<file path="src/rtl/soc_uart_programmer_if.sv">
// SoC memory bus as seen by one master: request/address/data out, valid/read data back.
interface SoC_MemBus;
  logic        req;
  logic [31:0] addr;
  logic [31:0] write_data;
  logic        write_en;
  logic [3:0]  byte_en;
  logic        valid;
  logic [31:0] read_data;

  modport Master (output req, addr, write_data, write_en, byte_en, input valid, read_data);
  modport Slave  (input req, addr, write_data, write_en, byte_en, output valid, read_data);
endinterface

</file>
<file path="src/rtl/soc_uart_programmer.sv">
// UART byte-protocol programmer: decodes W/R/H/G commands into bus word accesses and core halt control,
// answering with ACK, NAK or read data bytes on the transmit side.
module soc_uart_programmer #(
  parameter int unsigned TIMEOUT_CYCLES = 1000000,
  parameter bit          HALT_ON_RESET  = 1'b1
) (
  input  logic       clk,
  input  logic       res,
  input  logic [7:0] rx_data,
  input  logic       rx_valid,
  output logic [7:0] tx_data,
  output logic       tx_valid,
  input  logic       tx_ready,
  output logic       core_halt,
  output logic       rx_overrun,
  SoC_MemBus.Master  bus
);

  localparam logic [7:0] CMD_W = 8'h57;
  localparam logic [7:0] CMD_R = 8'h52;
  localparam logic [7:0] CMD_H = 8'h48;
  localparam logic [7:0] CMD_G = 8'h47;
  localparam logic [7:0] ACK   = 8'h06;
  localparam logic [7:0] NAK   = 8'h15;

  typedef enum logic [2:0] {IDLE, ADDR, DATA, BUS, RESP} state_t;

  state_t      state_r, state_n;
  logic [1:0]  byte_cnt_r, resp_last_r;
  logic        is_write_r;
  logic [31:0] addr_r, wdata_r, resp_buf_r, timeout_cnt_r;
  logic        req_r, write_en_r, tx_valid_r, core_halt_r, rx_overrun_r;
  logic [3:0]  byte_en_r;
  logic [31:0] addr_shift_s, data_shift_s;
  logic        in_cmd_s, timeout_s, tx_done_s;

  // Next-state decode; bytes are shifted in LSB first, so the new byte enters at the top.
  always_comb begin
    state_n      = state_r;
    addr_shift_s = {rx_data, addr_r[31:8]};
    data_shift_s = {rx_data, wdata_r[31:8]};
    in_cmd_s     = (state_r == ADDR) || (state_r == DATA);
    timeout_s    = in_cmd_s && !rx_valid && (timeout_cnt_r == TIMEOUT_CYCLES - 32'd1);
    tx_done_s    = tx_valid_r && tx_ready && (byte_cnt_r == resp_last_r);
    case (state_r)
      IDLE: begin
        if (rx_valid) begin
          if (rx_data == CMD_W || rx_data == CMD_R) state_n = ADDR;
          else                                      state_n = RESP;
        end else begin
          state_n = IDLE;
        end
      end
      ADDR: begin
        if (rx_valid) begin
          if (byte_cnt_r == 2'd3) begin
            if (addr_shift_s[1:0] != 2'b00) state_n = RESP;
            else if (is_write_r)            state_n = DATA;
            else                            state_n = BUS;
          end else begin
            state_n = ADDR;
          end
        end else if (timeout_s) begin
          state_n = IDLE;
        end else begin
          state_n = ADDR;
        end
      end
      DATA: begin
        if (rx_valid) begin
          if (byte_cnt_r == 2'd3) state_n = BUS;
          else                    state_n = DATA;
        end else if (timeout_s) begin
          state_n = IDLE;
        end else begin
          state_n = DATA;
        end
      end
      BUS: begin
        if (bus.valid) state_n = RESP;
        else           state_n = BUS;
      end
      RESP: begin
        if (tx_done_s) state_n = IDLE;
        else           state_n = RESP;
      end
      default: state_n = IDLE;
    endcase
  end

  // State register, registered outputs and command datapath.
  always_ff @(posedge clk) begin
    if (!res) begin
      state_r       <= IDLE;
      byte_cnt_r    <= 2'd0;
      resp_last_r   <= 2'd0;
      is_write_r    <= 1'b0;
      addr_r        <= 32'd0;
      wdata_r       <= 32'd0;
      resp_buf_r    <= 32'd0;
      timeout_cnt_r <= 32'd0;
      req_r         <= 1'b0;
      write_en_r    <= 1'b0;
      byte_en_r     <= 4'h0;
      tx_valid_r    <= 1'b0;
      rx_overrun_r  <= 1'b0;
      core_halt_r   <= HALT_ON_RESET;
    end else begin
      state_r      <= state_n;
      req_r        <= (state_n == BUS);
      byte_en_r    <= (state_n == BUS) ? 4'hF : 4'h0;
      write_en_r   <= (state_n == BUS) && is_write_r;
      tx_valid_r   <= (state_n == RESP);
      rx_overrun_r <= rx_valid && ((state_r == BUS) || (state_r == RESP));
      if (rx_valid || !in_cmd_s || timeout_s) timeout_cnt_r <= 32'd0;
      else                                    timeout_cnt_r <= timeout_cnt_r + 32'd1;
      case (state_r)
        IDLE: begin
          if (rx_valid) begin
            byte_cnt_r  <= 2'd0;
            resp_last_r <= 2'd0;
            is_write_r  <= (rx_data == CMD_W);
            case (rx_data)
              CMD_H: begin
                core_halt_r <= 1'b1;
                resp_buf_r  <= {24'd0, ACK};
              end
              CMD_G: begin
                core_halt_r <= 1'b0;
                resp_buf_r  <= {24'd0, ACK};
              end
              CMD_W, CMD_R: begin
              end
              default: resp_buf_r <= {24'd0, NAK};
            endcase
          end
        end
        ADDR: begin
          if (rx_valid) begin
            addr_r     <= addr_shift_s;
            byte_cnt_r <= byte_cnt_r + 2'd1;
            if (state_n == RESP) resp_buf_r <= {24'd0, NAK};
          end
        end
        DATA: begin
          if (rx_valid) begin
            wdata_r    <= data_shift_s;
            byte_cnt_r <= byte_cnt_r + 2'd1;
          end
        end
        BUS: begin
          if (bus.valid) begin
            byte_cnt_r  <= 2'd0;
            resp_last_r <= is_write_r ? 2'd0 : 2'd3;
            resp_buf_r  <= is_write_r ? {24'd0, ACK} : bus.read_data;
          end
        end
        RESP: begin
          if (tx_valid_r && tx_ready) begin
            byte_cnt_r <= byte_cnt_r + 2'd1;
            resp_buf_r <= {8'd0, resp_buf_r[31:8]};
          end
        end
        default: begin
        end
      endcase
    end
  end

  assign bus.req        = req_r;
  assign bus.addr       = addr_r;
  assign bus.write_data = wdata_r;
  assign bus.write_en   = write_en_r;
  assign bus.byte_en    = byte_en_r;
  assign tx_data        = resp_buf_r[7:0];
  assign tx_valid       = tx_valid_r;
  assign core_halt      = core_halt_r;
  assign rx_overrun     = rx_overrun_r;

endmodule
</file>
<file path="src/flat_wrapper.sv">
// flat-port wrapper written by rule: the top's interface ports become plain ports
module soc_uart_programmer_flat 
#(
  parameter int unsigned TIMEOUT_CYCLES = 1000000,
  parameter bit          HALT_ON_RESET  = 1'b1
)
  (clk, res, rx_data, rx_valid, tx_data, tx_valid, tx_ready, core_halt, rx_overrun, bus_req, bus_addr, bus_write_data, bus_write_en, bus_byte_en, bus_valid, bus_read_data);
  SoC_MemBus bus_i ();
  input  logic clk;
  input  logic res;
  input  logic [7:0] rx_data;
  input  logic rx_valid;
  output logic [7:0] tx_data;
  output logic tx_valid;
  input  logic tx_ready;
  output logic core_halt;
  output logic rx_overrun;
  output wire logic [$bits(bus_i.req)-1:0] bus_req;
  output wire logic [$bits(bus_i.addr)-1:0] bus_addr;
  output wire logic [$bits(bus_i.write_data)-1:0] bus_write_data;
  output wire logic [$bits(bus_i.write_en)-1:0] bus_write_en;
  output wire logic [$bits(bus_i.byte_en)-1:0] bus_byte_en;
  input wire logic [$bits(bus_i.valid)-1:0] bus_valid;
  input wire logic [$bits(bus_i.read_data)-1:0] bus_read_data;
  assign bus_req = bus_i.req;
  assign bus_addr = bus_i.addr;
  assign bus_write_data = bus_i.write_data;
  assign bus_write_en = bus_i.write_en;
  assign bus_byte_en = bus_i.byte_en;
  assign bus_i.valid = bus_valid;
  assign bus_i.read_data = bus_read_data;
  soc_uart_programmer #(.TIMEOUT_CYCLES(TIMEOUT_CYCLES), .HALT_ON_RESET(HALT_ON_RESET)) u_core (.clk(clk), .res(res), .rx_data(rx_data), .rx_valid(rx_valid), .tx_data(tx_data), .tx_valid(tx_valid), .tx_ready(tx_ready), .core_halt(core_halt), .rx_overrun(rx_overrun), .bus(bus_i));
endmodule
</file>
<file path="config.mk">
export PLATFORM = sky130hd
export DESIGN_NAME = soc_uart_programmer_flat
export DESIGN_NICKNAME = d
export VERILOG_FILES = /design/src/rtl/soc_uart_programmer_if.sv /design/src/rtl/soc_uart_programmer.sv /design/src/flat_wrapper.sv
export SDC_FILE = /design/constraint.sdc
export NUM_CORES = 1
export LEC_CHECK = 0
export CORE_UTILIZATION = 55
export DETAILED_ROUTE_END_ITERATION = 12
export GPL_TIMING_DRIVEN = 0
export PLACE_DENSITY = 0.93
export SYNTH_ARGS = -nofsm -noshare
export SYNTH_HDL_FRONTEND = slang
export SYNTH_SLANG_ARGS = --single-unit
</file>
<file path="constraint.sdc">
create_clock -name clk -period 4.5 [get_ports clk]
set_clock_uncertainty 0.2 [all_clocks]
set_input_delay 0.675 -clock clk [delete_from_list [all_inputs] [get_ports clk]]
set_output_delay 0.675 -clock clk [all_outputs]
set_load 0.02 [all_outputs]
</file>
Yosys cells after proc, flatten, opt, wreduce, memory -nomap -nowiden --
Cells that the tools add are included.
Word-level totals: output and inout bits 81, input port bits 45, word-level logic and storage cells 98, register bits after elaboration 145
Operators by class: eq/ne operators 20, add/subtract/negate cells 2, bitwise operators 1, reductions and logical operators 30, muxes and demuxes 31
Operators with widths (number):
- 32-bit two-way mux | 6
- 32-bit one-hot mux with 4 select lines | 1
- 32-bit one-hot mux with 2 select lines | 1
- 32-bit by 1-bit adder with 32-bit output (second input constant) | 1
- 32-bit by 20-bit == test with 1-bit output (second input constant) | 1
- 8-bit by 7-bit == test with 1-bit output (second input constant) | 4
- 3-bit two-way mux | 8
- 3-bit one-hot mux with 5 select lines | 1
- 2-bit two-way mux | 7
- 2-bit inequality test (second input constant) | 6
- 3-bit by 2-bit == test with 1-bit output (second input constant) | 3
- 2-bit one-hot mux with 4 select lines | 1
- 4-bit nonzero test | 2
- 2-bit OR reduction | 4
- 7-bit AND reduction | 1
- 3-bit == test (second input constant) | 2
- 1-bit logical AND | 6
- 2-bit AND reduction | 3
- 3-bit AND reduction | 2
- 2-bit nonzero test | 3
- 1-bit logical OR | 5
- 5-bit AND reduction | 1
- 4-bit two-way mux | 1
- 2-bit one-hot mux with 2 select lines | 1
- other kinds (10) | 13

Logic depth before layout (Yosys ltp) --
Gate-level depths: netlist of run 1.
depth in word-level cells 11, gate-level depth with buffers 9

Least setup slack after synthesis of run 1 --
Ideal clock, no wire load.
kind input -> register, start point input port rx_data[7], end point register u_core.resp_buf_r[0], library setup time 0.120 ns, cell stages on the path 8, data required time 4.180 ns, path slack 2.128 ns, data arrival time 2.053 ns, cells stage by stage and4bb_1 nand4b_1 nor2b_1 o311a_1 o21a_1 buf_2 buf_6 mux2i_1
Between the ends: longest elaborated chain between the ends 8
RTL lines:
- from (decl) | RTL line flat_wrapper.sv:11 | input logic [7:0] rx_data;
- 8-bit by 7-bit == test with 1-bit output | RTL line soc_uart_programmer.sv:48, soc_uart_programmer.sv:123
- 1-bit logical OR | RTL line soc_uart_programmer.sv:48 | if (rx_data == CMD_W || rx_data == CMD_R) state_n = ADDR;
- 3-bit two-way mux | RTL line soc_uart_programmer.sv:48
- 3-bit two-way mux | RTL line soc_uart_programmer.sv:47 | if (rx_valid) begin
- 3-bit one-hot mux with 5 select lines | RTL line soc_uart_programmer.sv:45 | case (state_r)
- 3-bit == test | RTL line soc_uart_programmer.sv:142 | if (state_n == RESP) resp_buf_r <= {24'd0, NAK};
- 2-bit inequality test (no source line)
- 7-bit AND reduction (no source line)
- to (signal assigned) | RTL line soc_uart_programmer.sv:142
- to (signal assigned) | RTL line soc_uart_programmer.sv:155 | resp_buf_r <= is_write_r ? {24'd0, ACK} : bus.read_data;
- to (signal assigned) | RTL line soc_uart_programmer.sv:161 | resp_buf_r <= {8'd0, resp_buf_r[31:8]};
- to (decl) | RTL line soc_uart_programmer.sv:31 | logic [31:0] addr_r, wdata_r, resp_buf_r, timeout_cnt_r;
Parallel ways exist; a longest one is shown, timed or not. The select of a mux whose other input is x is not followed. A chain may end at the register's enable or synchronous reset.

Worst setup path in the final report of run 1 --
start point register u_core.state_r[2], end point register u_core.resp_buf_r[0]
Between the ends: longest elaborated chain between the ends 10
RTL lines:
- from (decl) | RTL line soc_uart_programmer.sv:28 | state_t state_r, state_n;
- from (signal assigned) | RTL line soc_uart_programmer.sv:109 | state_r <= state_n;
- 3-bit by 1-bit == test with 1-bit output / 3-bit by 2-bit == test with 1-bit output (equally long branches) | RTL line soc_uart_programmer.sv:42, soc_uart_programmer.sv:45, soc_uart_programmer.sv:117
- 1-bit logical OR | RTL line soc_uart_programmer.sv:42 | in_cmd_s = (state_r == ADDR) || (state_r == DATA);
- 1-bit logical AND (2 in series) | RTL line soc_uart_programmer.sv:43 | timeout_s = in_cmd_s && !rx_valid && (timeout_cnt_r == TIMEOUT_CYCLES - 32'd1);
- 1-bit two-way mux / 2-bit two-way mux (equally long branches) | RTL line soc_uart_programmer.sv:63, soc_uart_programmer.sv:73
- 3-bit two-way mux, on equally long branches | RTL line soc_uart_programmer.sv:55, soc_uart_programmer.sv:70
- 3-bit one-hot mux with 5 select lines | RTL line soc_uart_programmer.sv:45
- 3-bit == test | RTL line soc_uart_programmer.sv:142
- 2-bit inequality test (no source line)
- 7-bit AND reduction (no source line)
Parallel ways exist; a longest one is shown, timed or not.

==> results.sh, run 1 <==
export IMPL_asyncSetResetFlopFracSynth_pct=0
export IMPL_synthMostInstantiatedCell="nand2_1"
export IMPL_synth_seq_cells=140
export IMPL_power_density_nw_per_um2=335
export IMPL_h_tree_depth=4
export IMPL_endpoint_kind="flip-flop"
export IMPL_port_buffers=123
export IMPL_fill_cells=756
export IMPL_grt_pass1_wl_um=24700
export IMPL_antenna_found_initial=0
export IMPL_setup_viol=0
export IMPL_core_area_um2=10900
export IMPL_register_area_um2=2800
export IMPL_std_cell_rows=38
export IMPL_status="finished clean"
export IMPL_cts_root_buffer="clkbuf_8"
export IMPL_clk_latency_ns=0.53
export IMPL_wirelength_met1_um=6490
export IMPL_synth_edf_count=0
export IMPL_fmaxAchievable_ghz=0.372
export IMPL_synthFlopType="dfxtp_1"
export IMPL_gp_congestion=0.897
export IMPL_post_cts_resized=0
export IMPL_diodes=0
export IMPL_seq_area_frac_synth_pct=45.3
export IMPL_slowest_stage="nor3b_1"
export IMPL_cpMostUsedCell="buf_2"
export IMPL_syn_area_per_cell_um2=8.36
export IMPL_die_x_um=108
export IMPL_die_h_um=108
export IMPL_reg2reg_depth=9
export IMPL_drt_iter0_markers=301
export IMPL_required_ns=4.75
export IMPL_grt_pass1_vias=5267
export IMPL_power_uw=2730
export IMPL_post_route_drc_count=0
export IMPL_multiInputGateArea_um2=3040
export IMPL_rsz0062_at_grt="false"
export IMPL_finalCritPeriodShare_pct=59.8
export IMPL_pin_count=126
export IMPL_post_drt_wl_per_cell_um=14.8
export IMPL_p_leak_uw=0.00278
export IMPL_syn_cell_area_um2=6180
export IMPL_drtAntennaViolNets=0
export IMPL_start_kind="flip-flop"
export IMPL_cts_buffers=17
export IMPL_hold_violations=0
export IMPL_relSlewSlack_pct=36.4
export IMPL_cp_max_fo=10
export IMPL_slew_viol_final=0
export IMPL_syn_nets=786
export IMPL_hold_path_class="reg2reg"
export IMPL_clk_pin_slew_ns=0.07
export IMPL_post_cts_buffers=0
export IMPL_drt_total_wl_um=15300
export IMPL_hold_path_cell_count=2
export IMPL_peakVddDrop_uv=244
export IMPL_syn_inst=739
export IMPL_route_met3_wl_um=937
export IMPL_synthDistinctLibCells=56
export IMPL_synth_top_area_cell="dfxtp_1"
export IMPL_period_needed_ns=2.69
export IMPL_synth_area_leaders="dfxtp_1 (45%), nand2_1 (13%), a21boi_0 (6.1%)"
export IMPL_path_class="reg2reg"
export IMPL_grtUsageTotal_pct=27.1
export IMPL_start_util_pct=56.8
export IMPL_ys_warn_count=0
export IMPL_cts_hold_buf=0
export IMPL_route_met2_wl_um=7380
export IMPL_max_stage_delay_ns=0.79
export IMPL_cts_buffer_depth=2
export IMPL_tritoncts="built"
export IMPL_synth_top_area_share_pct=45.3
export IMPL_dp_hpwl_um=10500
export IMPL_vias=5625
export IMPL_first_pass_iters=5
export IMPL_drive_above_1_share_pct=6.82
export IMPL_die_area_um2=11700
export IMPL_maxCapViolations=0
export IMPL_fin_tns_setup_ns=0
export IMPL_top_layer="met4"
export IMPL_globalRouteOverflowTotal=0
export IMPL_area_growth_pct=31.7
export IMPL_finalNetCount=928
export IMPL_grt_max_degree=17
export IMPL_worst_pin_slew_ns=0.951
export IMPL_cts_sinks=140
export IMPL_ys_top_cells_by_count="nand2_1 (211), dfxtp_1 (140), nor2_1 (53)"
export IMPL_crit_chain="buf_2, nor3b_1, nand2_1, o31ai_1, o311a_1, o21a_1, buf_2, buf_6, mux2i_1"
export IMPL_vias_per_cell=5.44
export IMPL_arrival_ns=2.94
## flip-flops by register name (all words and copies together), names as in the netlist, 2 cells and up
signal	count
u_core.byte_cnt_r	2
u_core.timeout_cnt_r	32
u_core.bus.addr	32
u_core.resp_buf_r	32
u_core.bus.write_data	32
u_core.state_r	3
## layer usage
| metal | global-route usage, % | up-vias |
|---|---|---|
| li1 | - | 2770 |
| met1 | 32.8 | 2606 |
| met2 | 45.8 | 210 |
| met3 | 6.27 | 39 |
| met4 | 12.0 | 0 |
| met5 | 0 | - |
## layout by cell type, fill, tap and decap left out, types with 3 or more instances in the layout
cell	Yosys	layout
clkbuf_1	35	36
and4_1	3	3
clkinv_4	0	3
nor2_1	53	53
dfxtp_1	140	140
o21ai_0	7	7
xnor2_1	15	15
buf_4	12	12
or3_1	3	3
a21boi_1	17	17
xor2_1	16	16
buf_2	10	10
o211ai_1	4	4
nor3_1	5	5
a21oi_1	5	5
nor2b_1	4	4
nor4b_1	3	3
nor4_1	6	6
a21boi_0	50	50
mux2i_1	32	32
nand4_1	9	9
and3_1	5	5
clkbuf_16	0	16
clkdlybuf4s50_1	0	123
clkinvlp_4	0	6
inv_6	0	4
nand2_1	211	211
inv_1	8	8
nand3_1	27	27
a22o_1	20	20
buf_6	3	3
## per-stage QoR
step	worst slack [ns]	instance area, um2	utilization [%]	hold WS, ns	cells
2_1_floorplan	2.13	6180	-	0.230	739
3_3_place_gp	1.38	7590	69.7	0.242	1002
3_5_place_dp	1.39	7590	69.7	0.245	1002
4_1_cts	1.80	8140	74.8	0.254	1034
5_1_grt	1.69	8140	74.8	0.276	1034
6_report	1.81	8140	74.8	0.253	1034
## critical path, delay by kind of cell (launching register included)
kind / cells / cell delay, ns
DFF: 1 / 0.30
buffers and inverters: 3 / 0.56
and+or+nand+nor: 2 / 0.90
AOI/OAI and AO/OA: 3 / 0.44
muxes: 1 / 0.21
## path summary, 6_finish.rpt
check	from	endpoint	slack, ns
setup / recovery	u_core.state_r[2]$_SDFF_PN0_	u_core.resp_buf_r[0]$_SDFFE_PN0P_	1.81
hold / removal	u_core.bus.write_data[5]$_SDFFE_PN0P_	u_core.bus.write_data[5]$_SDFFE_PN0P_	0.25
setup reg to reg	u_core.state_r[2]$_SDFF_PN0_	u_core.resp_buf_r[0]$_SDFFE_PN0P_	1.81
hold reg to reg	u_core.bus.write_data[5]$_SDFFE_PN0P_	u_core.bus.write_data[5]$_SDFFE_PN0P_	0.25
## cell type report
| class | instances | area share (%) |
|---|---|---|
| timing repair buffer | 123 | 15.1 |
| clock buffer | 18 | 5.13 |
| multi-input combinational | 531 | 37.4 |
| tap | 140 | 2.15 |
| clock inverter | 14 | 1.68 |
| buffer | 60 | 3.75 |
| sequential | 140 | 34.4 |
| inverter | 8 | 0.369 |
## logic make-up (layout without fill, tap and decap cells)
kind of cell             after synthesis  in the layout  share of synthesized area (%)
multiplexers                          32             32                           5.18
buffers and inverters                 68            223                           5.43
AO/OA/AOI/OAI                        118            118                           14.5
XOR/XNOR                              31             31                           4.39
AND/OR/NAND/NOR                      348            348                           24.8
adder cells (fa/ha/maj)                2              2                          0.405
flip-flops                           140            140                           45.3
## power by group
part           internal (uW)  switching [uW]  total (uW)
combinational           89.0            89.5         179
sequential              1250            3.70        1250
clock                    741             560        1300
(Power assumes the default switching activity.)
==> run 2: changes to the inputs <==
Settings changed: CORE_UTILIZATION 55 to 51, PLACE_DENSITY 0.93 to 0.87.
Clock period 4.5 ns to 2.7 ns, I/O delays scaled along.
==> run 2 against run 1 <==
The flow now finishes with violations (design-rule violations). Sequential power grew 66%. Core utilization down 3.7 points. Highest routed layer unchanged. Largest power group unchanged. Worst hold slack got worse by 0.14 ns. Flip-flop and latch count unchanged. Cell count increased by 0.29%.
==> results.sh, run 2 (same netlist as run 1, synthesis figures left out) <==
export IMPL_status="finished with violations"
export IMPL_violations="design-rule violations"
export IMPL_first_pass_iters=10
export IMPL_grtUsageTotal_pct=25.2
export IMPL_clock_power_share_pct=52.0
export IMPL_clk_pin_slew_ns=0.06
export IMPL_layout_common_cells="nand2_1 (211), dfxtp_1 (140), clkdlybuf4s50_1 (123)"
export IMPL_fmaxAchievable_ghz=0.396
export IMPL_start_kind="primary input"
export IMPL_max_stage_delay_ns=0.52
export IMPL_cts_buffer_depth=2
export IMPL_setup_viol=0
export IMPL_path_class="in2reg"
export IMPL_globalRouteOverflowTotal=0
export IMPL_cts_root_buffer="clkbuf_16"
export IMPL_dp_hpwl_um=10600
export IMPL_drive_above_1_share_pct=7.05
export IMPL_r2r_slack_ns=0.24
export IMPL_vias_per_cell=5.36
export IMPL_post_route_drc_count=5
export IMPL_endpoint_kind="flip-flop"
export IMPL_hold_path_class="in2reg"
export IMPL_port_buffers=123
export IMPL_finalNetCount=928
export IMPL_path_buf_inv=3
export IMPL_top_layer="met4"
export IMPL_required_ns=2.83
export IMPL_clk_latency_ns=0.42
export IMPL_drt_iter0_markers=368
export IMPL_grt_pass1_vias=5237
export IMPL_route_met2_wl_um=7310
export IMPL_maxCapViolations=0
export IMPL_cts_buffers=17
export IMPL_hold_violations=0
export IMPL_wirelength_met1_um=6610
export IMPL_h_tree_depth=4
export IMPL_die_h_um=112
export IMPL_pwr_share_seq_pct=42.0
export IMPL_peakVddDrop_uv=608
export IMPL_cts_sinks=140
export IMPL_arrival_ns=2.65
export IMPL_grt_pass1_wl_um=25200
export IMPL_pin_count=126
export IMPL_cp_max_fo=10
export IMPL_power_uw=4960
export IMPL_relSlewSlack_pct=58.5
export IMPL_post_drt_wl_per_cell_um=14.7
export IMPL_tritoncts="built"
export IMPL_vias=5558
export IMPL_start_util_pct=53.2
export IMPL_post_cts_resized=0
export IMPL_gp_congestion=0.861
export IMPL_placedInstanceArea_um2=7590
export IMPL_core_area_um2=11600
export IMPL_drt_total_wl_um=15200
export IMPL_switching_power_uw=1030
export IMPL_p_leak_uw=0.00286
export IMPL_worst_pin_slew_ns=0.617
export IMPL_die_x_um=112
export IMPL_slew_viol_final=0
export IMPL_fin_area_um2=8260
export IMPL_p_comb_share_pct=6.1
export IMPL_internal_power_uw=3930
export IMPL_layout_commonest_cell="nand2_1"
export IMPL_period_needed_ns=2.52
export IMPL_area_growth_pct=33.6
export IMPL_std_cell_rows=39
export IMPL_grt_max_degree=17
export IMPL_drtAntennaViolNets=0
export IMPL_die_area_um2=12600
export IMPL_finalCritPeriodShare_pct=93.4
export IMPL_route_met3_wl_um=1010
export IMPL_rsz0062_at_grt="false"
export IMPL_diodes=0
export IMPL_cpLargestDelayFamily="buffers and inverters"
export IMPL_cts_hold_buf=0
export IMPL_slowest_stage="clkdlybuf4s50_1"
export IMPL_antenna_found_initial=0
export IMPL_crit_chain="clkdlybuf4s50_1, and4bb_1, nand4b_1, nor2b_1, o311a_1, o21a_1, buf_2, buf_6, mux2i_1"
export IMPL_swShare_pct=20.7
export IMPL_post_cts_buffers=0
export IMPL_power_density_nw_per_um2=601
[run 2: area by class of cell]
cell class	count	area, um2
fillers	903	3360
multi-input cells	531	3050
flip-flops and latches	140	2800
repair buffers	123	1230
clock buffers	21	470
plain buffers	60	305
clock inverters	11	189
well taps	143	179
inverters	8	30.0
[run 2: power by group through the flow]
stage               registers (uW)  logic, uW  clock network, uW
floorplan                     2130        164                  0
global placement              2130        294                  0
detailed placement            2130        295                  0
CTS                           2080        298               2610
global route                  2080        323               2700
finish                        2080        301               2580
[run 2: routing by layer]
metal / global-route usage, % / vias to the layer above
met5: 0 / -
met4: 8.89 / 0
met3: 7.56 / 34
met2: 41.4 / 190
met1: 31.5 / 2571
li1: - / 2763
[run 2: final timing paths]
kind	to	depth (start not counted)	start
worst max-delay path	u_core.resp_buf_r[21]$_SDFFE_PN0P_	9	rx_data[7]
worst min-delay path	u_core.rx_overrun$_SDFF_PN0_	3	rx_valid
worst max register to register	u_core.resp_buf_r[21]$_SDFFE_PN0P_	9	u_core.state_r[2]$_SDFF_PN0_
worst min register to register	u_core.bus.write_data[3]$_SDFFE_PN0P_	2	u_core.bus.write_data[3]$_SDFFE_PN0P_
[run 2: metrics by stage]
stage | setup TNS (ns) | hold WS (ns) | instances | setup WS [ns] | util [%]
floorplan | 0 | 0.230 | 739 | 0.598 | -
global placement | -4.12 | 0.243 | 1005 | -0.147 | 65.4
detailed placement | -4.25 | 0.245 | 1005 | -0.151 | 65.4
CTS | 0 | 0.0864 | 1037 | 0.0272 | 71.0
global route | 0 | 0.0972 | 1037 | 0.0810 | 71.1
finish | 0 | 0.108 | 1037 | 0.178 | 71.1
[run 2: tightest hold or removal path, cell delays in order]
cell and delay, ns:
buf_2 0.16, nand2_1 0.07, a21oi_1 0.04
